## config.mk

```make
export PLATFORM = sky130hd
export DESIGN_NAME = traffic_light_fsm
export DESIGN_NICKNAME = d
export VERILOG_FILES = /design/src/rtl/traffic_light_pkg.sv /design/src/rtl/traffic_light_fsm.sv
export SDC_FILE = /design/constraint.sdc
export NUM_CORES = 1
export LEC_CHECK = 0
export CAP_MARGIN = 20
export CORE_MARGIN = 5
export CORE_UTILIZATION = 26
export CTS_CLUSTER_DIAMETER = 60
export DETAILED_ROUTE_END_ITERATION = 10
export PLACE_DENSITY = 0.47
export SYNTH_ARGS = -nofsm -noshare
export SYNTH_HDL_FRONTEND = slang
export SYNTH_SLANG_ARGS = --single-unit
export TNS_END_PERCENT = 20
```

## constraint.sdc

```tcl
create_clock -name clk -period 1.5 [get_ports clk]
set_input_delay 0.3 -clock clk [delete_from_list [all_inputs] [get_ports clk]]
set_output_delay 0.3 -clock clk [all_outputs]
set_load 0.05 [all_outputs]
```

## src/rtl/traffic_light_pkg.sv

```systemverilog
// Shared types, lamp encodings and phase-length lookup for the traffic light sequencer.
`timescale 1ns/1ps
package traffic_light_pkg;

  // Two-bit encoding leaves 2'b11 spare; the FSM recovers from it to RED.
  typedef enum logic [1:0] {
    S_RED    = 2'b00,
    S_GREEN  = 2'b01,
    S_YELLOW = 2'b10
  } tl_state_t;

  // Lamp vector bit order: [2] red, [1] yellow, [0] green.
  localparam logic [2:0] LIGHT_RED    = 3'b100;
  localparam logic [2:0] LIGHT_YELLOW = 3'b010;
  localparam logic [2:0] LIGHT_GREEN  = 3'b001;

  // Cycle count of the phase held in state s; unencoded states report the RED length.
  function automatic int unsigned phase_len(tl_state_t s,
                                            int unsigned red_len,
                                            int unsigned green_len,
                                            int unsigned yellow_len);
    case (s)
      S_GREEN:  return green_len;
      S_YELLOW: return yellow_len;
      default:  return red_len;
    endcase
  endfunction

endpackage

```

## src/rtl/traffic_light_fsm.sv

```systemverilog
// Self-timed RED -> GREEN -> YELLOW -> RED sequencer with a Moore one-hot lamp output.
//
//   state    | meaning
//   ---------+-------------------------------------------
//   S_RED    | red lamp on for RED_CYCLES clocks
//   S_GREEN  | green lamp on for GREEN_CYCLES clocks
//   S_YELLOW | yellow lamp on for YELLOW_CYCLES clocks
//   (2'b11)  | unencoded; next edge returns to S_RED
`timescale 1ns/1ps
module traffic_light_fsm
  import traffic_light_pkg::*;
#(
  parameter int unsigned RED_CYCLES    = 8,
  parameter int unsigned GREEN_CYCLES  = 8,
  parameter int unsigned YELLOW_CYCLES = 2
) (
  input  logic       clk,
  input  logic       reset,
  output logic [2:0] light
);

  localparam int unsigned MAX_RG  = (RED_CYCLES > GREEN_CYCLES) ? RED_CYCLES : GREEN_CYCLES;
  localparam int unsigned MAX_LEN = (MAX_RG > YELLOW_CYCLES) ? MAX_RG : YELLOW_CYCLES;
  localparam int unsigned CNT_W   = (MAX_LEN > 1) ? $clog2(MAX_LEN) : 1;

  if (RED_CYCLES < 1) begin : g_bad_red
    $error("RED_CYCLES must be at least 1");
  end
  if (GREEN_CYCLES < 1) begin : g_bad_green
    $error("GREEN_CYCLES must be at least 1");
  end
  if (YELLOW_CYCLES < 1) begin : g_bad_yellow
    $error("YELLOW_CYCLES must be at least 1");
  end

  tl_state_t        state_q, state_d;
  logic [CNT_W-1:0] cnt_q, cnt_d;
  logic [CNT_W-1:0] last_cnt;

  // Terminal count for the phase currently being timed.
  always_comb begin
    last_cnt = CNT_W'(phase_len(state_q, RED_CYCLES, GREEN_CYCLES, YELLOW_CYCLES) - 1);
  end

  // State and phase counter registers; reset forces RED with a fresh count.
  always_ff @(posedge clk or posedge reset) begin
    if (reset) begin
      state_q <= S_RED;
      cnt_q   <= '0;
    end else begin
      state_q <= state_d;
      cnt_q   <= cnt_d;
    end
  end

  // Next-state, counter update and lamp decode from the registered state only.
  always_comb begin
    state_d = state_q;
    cnt_d   = cnt_q + CNT_W'(1);
    light   = LIGHT_RED;
    case (state_q)
      S_RED: begin
        light = LIGHT_RED;
        if (cnt_q == last_cnt) begin
          state_d = S_GREEN;
          cnt_d   = '0;
        end
      end
      S_GREEN: begin
        light = LIGHT_GREEN;
        if (cnt_q == last_cnt) begin
          state_d = S_YELLOW;
          cnt_d   = '0;
        end
      end
      S_YELLOW: begin
        light = LIGHT_YELLOW;
        if (cnt_q == last_cnt) begin
          state_d = S_RED;
          cnt_d   = '0;
        end
      end
      default: begin
        light   = LIGHT_RED;
        state_d = S_RED;
        cnt_d   = '0;
      end
    endcase
  end

  // Lamp drive must never be dark or show two lamps at once.
  a_light_onehot: assert property (@(posedge clk) $onehot(light))
    else $error("light is not one-hot: %b", light);

endmodule

```

==> results of run 1 <==
==> through the flow <==
stage          power (mW)  setup TNS [ns]
6_report            0.289         -0.0107
4_1_cts             0.297         -0.0316
5_1_grt             0.300          -0.130
3_5_place_dp        0.142         -0.0489
2_1_floorplan       0.140          -0.163
3_3_place_gp        0.142               0
==> timing repair <==
action	in CTS	in global routing
setup endpoints to repair	4	4
pin swaps	1	0
resized for setup	8	0
endpoints found under the hold margin	0	0
setup buffers	2	0
==> Yosys cell counts <==
cell	n
sky130_fd_sc_hd__nand2_1	2
sky130_fd_sc_hd__inv_1	5
sky130_fd_sc_hd__nand2b_1	1
sky130_fd_sc_hd__or2b_1	1
sky130_fd_sc_hd__nor3_2	1
sky130_fd_sc_hd__and4b_1	1
sky130_fd_sc_hd__buf_4	1
sky130_fd_sc_hd__and2b_1	1
sky130_fd_sc_hd__and4bb_2	1
sky130_fd_sc_hd__o22ai_1	1
sky130_fd_sc_hd__nor2b_1	1
sky130_fd_sc_hd__a21oi_1	2
sky130_fd_sc_hd__mux2_2	2
sky130_fd_sc_hd__nor3_1	1
sky130_fd_sc_hd__dfrtp_1	5
sky130_fd_sc_hd__o21ai_0	2
sky130_fd_sc_hd__nor2_1	1
sky130_fd_sc_hd__ha_1	7
==> logic make-up (layout without fill, tap and decap cells) <==
group,Yosys count,count (layout)
buffers and inverters,6,22
adders and majority gates,7,7
muxes,2,2
and+or+nand+nor,11,11
DFF,5,5
AOI/OAI and AO/OA,5,5
==> sequential cells by signal, indices dropped and copies added, names as in the netlist <==
name	cells
state_q	2
cnt_q	3
==> final cells by class <==
cell class | count | area share (%)
multi-input cells | 25 | 43.4
repair buffers | 13 | 24.6
flip-flops and latches | 5 | 21.2
clock buffers | 4 | 4.45
inverters | 5 | 3.18
well taps | 15 | 3.18
==> worst max-delay path by stage <==
| stage | depth (start not counted) | to | slack (ns) | start |
|---|---|---|---|---|
| floorplan | 5 | state_q[0] | -0.08 | state_q[0] |
| global placement | 4 | state_q[0] | 0.01 | state_q[1] |
| detailed placement | 4 | state_q[1] | -0.03 | state_q[1] |
| CTS | 4 | state_q[1] | -0.02 | state_q[1] |
| global route | 5 | state_q[1] | -0.04 | state_q[0] |
| finish | 4 | state_q[1] | -0.007 | state_q[1] |
==> layout by cell type (no fill, tap or decap) <==
master and instances:
sky130_fd_sc_hd__a21oi_1 2, sky130_fd_sc_hd__and2b_1 1, sky130_fd_sc_hd__and4b_1 1, sky130_fd_sc_hd__and4bb_2 1, sky130_fd_sc_hd__buf_12 3, sky130_fd_sc_hd__buf_4 7, sky130_fd_sc_hd__buf_6 2, sky130_fd_sc_hd__clkbuf_1 1
sky130_fd_sc_hd__clkbuf_4 3, sky130_fd_sc_hd__clkdlybuf4s50_1 1, sky130_fd_sc_hd__dfrtp_1 5, sky130_fd_sc_hd__ha_1 4, sky130_fd_sc_hd__ha_4 3, sky130_fd_sc_hd__inv_1 2, sky130_fd_sc_hd__inv_2 3, sky130_fd_sc_hd__mux2_2 2
sky130_fd_sc_hd__nand2_1 2, sky130_fd_sc_hd__nand2b_1 1, sky130_fd_sc_hd__nor2_1 1, sky130_fd_sc_hd__nor2b_1 1, sky130_fd_sc_hd__nor3_1 1, sky130_fd_sc_hd__nor3_4 1, sky130_fd_sc_hd__o21ai_0 2, sky130_fd_sc_hd__o22ai_1 1
sky130_fd_sc_hd__or2b_1 1
==> power by group through the flow <==
stage | Combinational [mW] | Sequential, mW | Clock, mW
floorplan | 0.00219 | 0.137 | 0
global placement | 0.00502 | 0.137 | 0
detailed placement | 0.00514 | 0.137 | 0
CTS | 0.00514 | 0.135 | 0.156
global route | 0.00562 | 0.135 | 0.159
finish | 0.00495 | 0.135 | 0.149
==> per-layer routing <==
metal / GRT usage [%] / vias to the layer above
li1: - / 150
met1: 7.59 / 151
met2: 12.0 / 4
met3: 1.13 / 2
met4: 8.84 / 0
met5: 0 / -
==> worst max-delay path, stage by stage (launching register included) <==
cell,delay (ns)
sky130_fd_sc_hd__dfrtp_1,0.42
sky130_fd_sc_hd__ha_4,0.19
sky130_fd_sc_hd__and4bb_2,0.23
sky130_fd_sc_hd__nor3_4,0.19
sky130_fd_sc_hd__mux2_2,0.35
==> results.sh, run 1 <==
export IMPL_ys_seq_area_share_pct=34.4
export IMPL_route_met2_wl_um=371
export IMPL_initial_antenna_violation_count=0
export IMPL_slew_viol_final=0
export IMPL_drt_first_iter_violations=5
export IMPL_first_global_vias=313
export IMPL_finish_instance_area_sq_um=591
export IMPL_holdBufCountCts=0
export IMPL_syn_inst=36
export IMPL_chipWidth_um=47.4
export IMPL_clk_pin_slew_ns=0.04
export IMPL_areal_power_density_over_the_cells_nw_per_um2=489
export IMPL_num_antenna_cells=0
export IMPL_dr_wl_met3_um=14
export IMPL_sinks_on_the_clock_net=5
export IMPL_regToRegSetupSlack_ns=-0.007
export IMPL_cts_buffer_depth=2
export IMPL_worst_slew_pin_slew_ns=0.327
export IMPL_yosys_area_share_xor_xnor_pct=0
export IMPL_port_buffers=4
export IMPL_worst_slack_ns=-0.00740
export IMPL_detail_routed_via_count_per_cell=4.58
export IMPL_report_final_setup_viol=2
export IMPL_nets=62
export IMPL_place_inst=61
export IMPL_clock_tree_htree_level_count=1
export IMPL_drive_gt1_share_pct=48.1
export IMPL_synthDominantCellAreaShare_pct=34.4
export IMPL_wire_length_of_the_first_global_routing_pass_um=1150
export IMPL_rsz0062_at_grt="yes"
export IMPL_numCtsBuffers=3
export IMPL_yosys_register_bits=5
export IMPL_synth_top_cells_by_area="sky130_fd_sc_hd__dfrtp_1, sky130_fd_sc_hd__ha_1, sky130_fd_sc_hd__mux2_2"
export IMPL_start_util_pct=27.6
export IMPL_finalHoldViolCount=0
export IMPL_post_synthesis_compound_gate_area_fraction_pct=7.22
export IMPL_row_count=13
export IMPL_power_share_combinational_pct=1.7
export IMPL_clock_root_buffer="sky130_fd_sc_hd__clkbuf_4"
export IMPL_relSlewSlack_pct=78.1
export IMPL_outcome="finished with violations"
export IMPL_power_leakage_nw=0.285
export IMPL_seq_power_share_pct=46.9
export IMPL_drc_errors=0
export IMPL_end_kind="register"
export IMPL_netlist_area_sq_um=364
export IMPL_layout_area_overhead_vs_synth_pct=62.2
export IMPL_period_minus_slack_ns=1.51
export IMPL_overflow=0
export IMPL_die_extent_in_y_um=47.4
export IMPL_dr_wl_cell_um=10.0
export IMPL_core_sq_um=1320
export IMPL_clockPowerShare_pct=51.4
export IMPL_violations="negative setup slack"
export IMPL_grt_util_all_layers_pct=7.48
export IMPL_arrival_ns=1.62
export IMPL_cp_required_ns=1.62
export IMPL_tritoncts="built"
export IMPL_synth_cell_types=18
export IMPL_timing_rr_end="state_q[1]"
export IMPL_gp_congestion=0.748
export IMPL_power_switching_share_pct=17.6
export IMPL_preCtsSetupSlack_ns=-0.0271
export IMPL_net_switching_power_uw=51.0
export IMPL_ios=5
export IMPL_count_of_cells_along_the_worst_register_to_register_path=4
export IMPL_power_internal_uw=238
export IMPL_placed_cell_area_sq_um=510
export IMPL_post_dp_hpwl_um=544
export IMPL_wirelength_met1_um=262
export IMPL_synthAdderAreaFrac_pct=24.1
export IMPL_timing_worst_setup_path_type="reg2reg"
export IMPL_sequential_cell_area_sq_um=125
export IMPL_cp_startpoint_kind="register"
export IMPL_synth_nets=45
export IMPL_finalCritPeriodShare_pct=100
export IMPL_detail_route_wirelength_um=672
export IMPL_design_die_area_sq_um=2250
export IMPL_vias=307
export IMPL_final_cells=67
export IMPL_fin_util_pct=44.8
export IMPL_synth_largest_area_cell="sky130_fd_sc_hd__dfrtp_1"
export IMPL_synthSimpleGateAreaFrac_pct=21.0
export IMPL_largest_net_degree_at_the_start_of_global_routing=7
export IMPL_topRoutingLayerUsed="met4"
export IMPL_path_max_fanout=5
export IMPL_holdCritPathClass="in2async"
export IMPL_synthMuxAreaShare_pct=6.19
export IMPL_achievable_frequency_ghz=0.663
export IMPL_clock_insertion_delay_worst_skew_ns=0.23
export IMPL_timing_rr_start="state_q[1]"
export IMPL_filler_cell_count=124
export IMPL_vdd_ir_drop_worst_v=0.000339
export IMPL_maxCapViolCount=0
export IMPL_timing_clock_skew_ns=0.000172
export IMPL_route_antenna_remaining_nets=0
export IMPL_synthesis_area_per_instance_sq_um=10.1
export IMPL_hold_slack_ns=0.255
export IMPL_multiInputGateArea_sq_um=256
export IMPL_main_combinational_cell_family_by_area_after_synthesis="adder cells"
export IMPL_synth_warnings=0
export IMPL_drt_pass1_iterations=2
(Power assumes the default switching activity.)
==> inputs of run 2 (changes only) <==
CORE_MARGIN = unset   (was 5)
PLACE_DENSITY = 0.46   (was 0.47)
SKIP_CTS_REPAIR_TIMING = 1   (was unset)
clock period = 1.9 ns   (was 1.5 ns; I/O delays follow)
==> run 2 against run 1 <==
Compared with the run above:
- the flow now finishes without violations
- fmax decreased by 13%
- largest cell class unchanged
- clock power decreased by 19%
- critical endpoint unchanged
- critical path depth increased by 1
- setup slack improved by 0.17 ns
- first-iteration DRC count decreased by 60%
- sequential share of layout area increased by 5.2 points
- design area decreased by 20%
==> results.sh, run 2 (synthesis gave the netlist of run 1 again) <==
export IMPL_relSlewSlack_pct=85.0
export IMPL_mostFrequentLayoutCell="sky130_fd_sc_hd__ha_1"
export IMPL_ios=5
export IMPL_worst_slew_pin_slew_ns=0.224
export IMPL_gp_congestion=0.685
export IMPL_wire_length_of_the_first_global_routing_pass_um=1000
export IMPL_biggestRegsByFlops="cnt_q: 3 flops, state_q: 2 flops"
export IMPL_chipWidth_um=39.4
export IMPL_detail_route_wirelength_um=585
export IMPL_initial_antenna_violation_count=0
export IMPL_finalHoldViolCount=0
export IMPL_timing_rr_start="state_q[0]"
export IMPL_drt_pass1_iterations=2
export IMPL_period_minus_slack_ns=1.73
export IMPL_numCtsBuffers=3
export IMPL_timing_worst_setup_path_type="reg2reg"
export IMPL_drt_first_iter_violations=2
export IMPL_clock_tree_htree_level_count=1
export IMPL_post_dp_hpwl_um=471
export IMPL_count_of_cells_along_the_worst_register_to_register_path=5
export IMPL_achievable_frequency_ghz=0.577
export IMPL_path_max_fanout=7
export IMPL_drive_gt1_share_pct=25.6
export IMPL_worstPathCellList="inv_1 -> ha_2 -> and4b_1 -> nor3_2 -> mux2_2"
export IMPL_first_global_vias=254
export IMPL_preCtsSetupSlack_ns=0.146
export IMPL_largest_register="cnt_q"
export IMPL_nets=53
export IMPL_outcome="complete, no violations"
export IMPL_clk_pin_slew_ns=0.04
export IMPL_totalNegativeSetupSlack_ns=0
export IMPL_design_die_area_sq_um=1550
export IMPL_worst_slack_ns=0.167
export IMPL_route_antenna_remaining_nets=0
export IMPL_holdCritPathClass="in2async"
export IMPL_vias=248
export IMPL_clock_root_buffer="sky130_fd_sc_hd__clkbuf_4"
export IMPL_finalCritPeriodShare_pct=91.2
export IMPL_drc_errors=0
export IMPL_slew_viol_final=0
export IMPL_num_antenna_cells=0
export IMPL_areal_power_density_over_the_cells_nw_per_um2=488
export IMPL_hold_slack_ns=0.342
export IMPL_grt_util_all_layers_pct=10.1
export IMPL_clock_insertion_delay_worst_skew_ns=0.24
export IMPL_arrival_ns=1.85
export IMPL_cp_startpoint_kind="register"
export IMPL_maxCapViolCount=0
export IMPL_detail_routed_via_count_per_cell=4.28
export IMPL_report_final_setup_viol=0
export IMPL_die_extent_in_y_um=39.4
export IMPL_timing_rr_end="state_q[1]"
export IMPL_dr_wl_cell_um=10.1
export IMPL_timing_critical_path_slowest_stage_cell="sky130_fd_sc_hd__dfrtp_1"
export IMPL_end_kind="register"
export IMPL_tritoncts="built"
export IMPL_vdd_ir_drop_worst_v=0.000372
export IMPL_fin_util_pct=36.4
export IMPL_cp_required_ns=2.02
export IMPL_power_leakage_nw=0.235
export IMPL_layout_area_overhead_vs_synth_pct=30.2
export IMPL_final_cell_mix="sky130_fd_sc_hd__ha_1, sky130_fd_sc_hd__inv_1, sky130_fd_sc_hd__dfrtp_1"
export IMPL_start_util_pct=28.0
export IMPL_critPathMaxStageDelay_ns=0.42
export IMPL_port_buffers=4
export IMPL_cts_buffer_depth=2
export IMPL_row_count=13
export IMPL_rsz0062_at_grt="no"
export IMPL_sinks_on_the_clock_net=5
export IMPL_core_sq_um=1300
export IMPL_largest_register_ffs=3
export IMPL_overflow=0
export IMPL_regToRegSetupSlack_ns=0.17
export IMPL_timing_clock_skew_ns=0.00213
export IMPL_largest_net_degree_at_the_start_of_global_routing=8
[run 2: cell type report]
type | instances | area, sq um
Fill cell | 146 | 827
Multi-Input combinational cell | 25 | 215
Sequential cell | 5 | 125
Timing Repair Buffer | 4 | 70.1
Clock buffer | 4 | 26.3
Inverter | 5 | 18.8
Tap cell | 15 | 18.8
[run 2: routing by layer]
layer  up-vias  share of wire, %  GRT usage (%)
li1        132                 -              -
met1       113                45           10.4
met2         3                52           17.2
met3         0               2.4           7.39
met4         0                 0              0
met5         -                 0              0
[run 2: critical path: cells and delay by family, from the launching register on]
| family | cells | cell delay [ns] |
|---|---|---|
| buf+inv | 1 | 0.12 |
| flops | 1 | 0.42 |
| simple gates | 2 | 0.45 |
| fa+ha+maj | 1 | 0.27 |
| mux | 1 | 0.36 |
[run 2: worst max-delay path by stage]
stage,startpoint,to,slack (ns),cells after the start
6_report,state_q[0],state_q[1],0.17,5
5_1_grt,state_q[0],state_q[0],0.08,5
4_1_cts,state_q[0],state_q[1],0.14,5
3_5_place_dp,state_q[0],state_q[1],0.15,5
3_3_place_gp,state_q[0],state_q[0],0.19,5
2_1_floorplan,state_q[0],state_q[0],0.12,5
[run 2: per-stage QoR]
stage | cells | area [sq um] | power, mW
floorplan | 36 | 367 | 0.110
global placement | 54 | 448 | 0.113
detailed placement | 54 | 448 | 0.113
CTS | 58 | 474 | 0.239
global route | 58 | 474 | 0.245
finish | 58 | 474 | 0.231
[run 2: power by group]
part,switching [mW],internal [mW],leakage (nW)
Clock,0.0411,0.0792,0.0150
Sequential,0,0.107,0.0554
Combinational,0.00221,0.00192,0.165
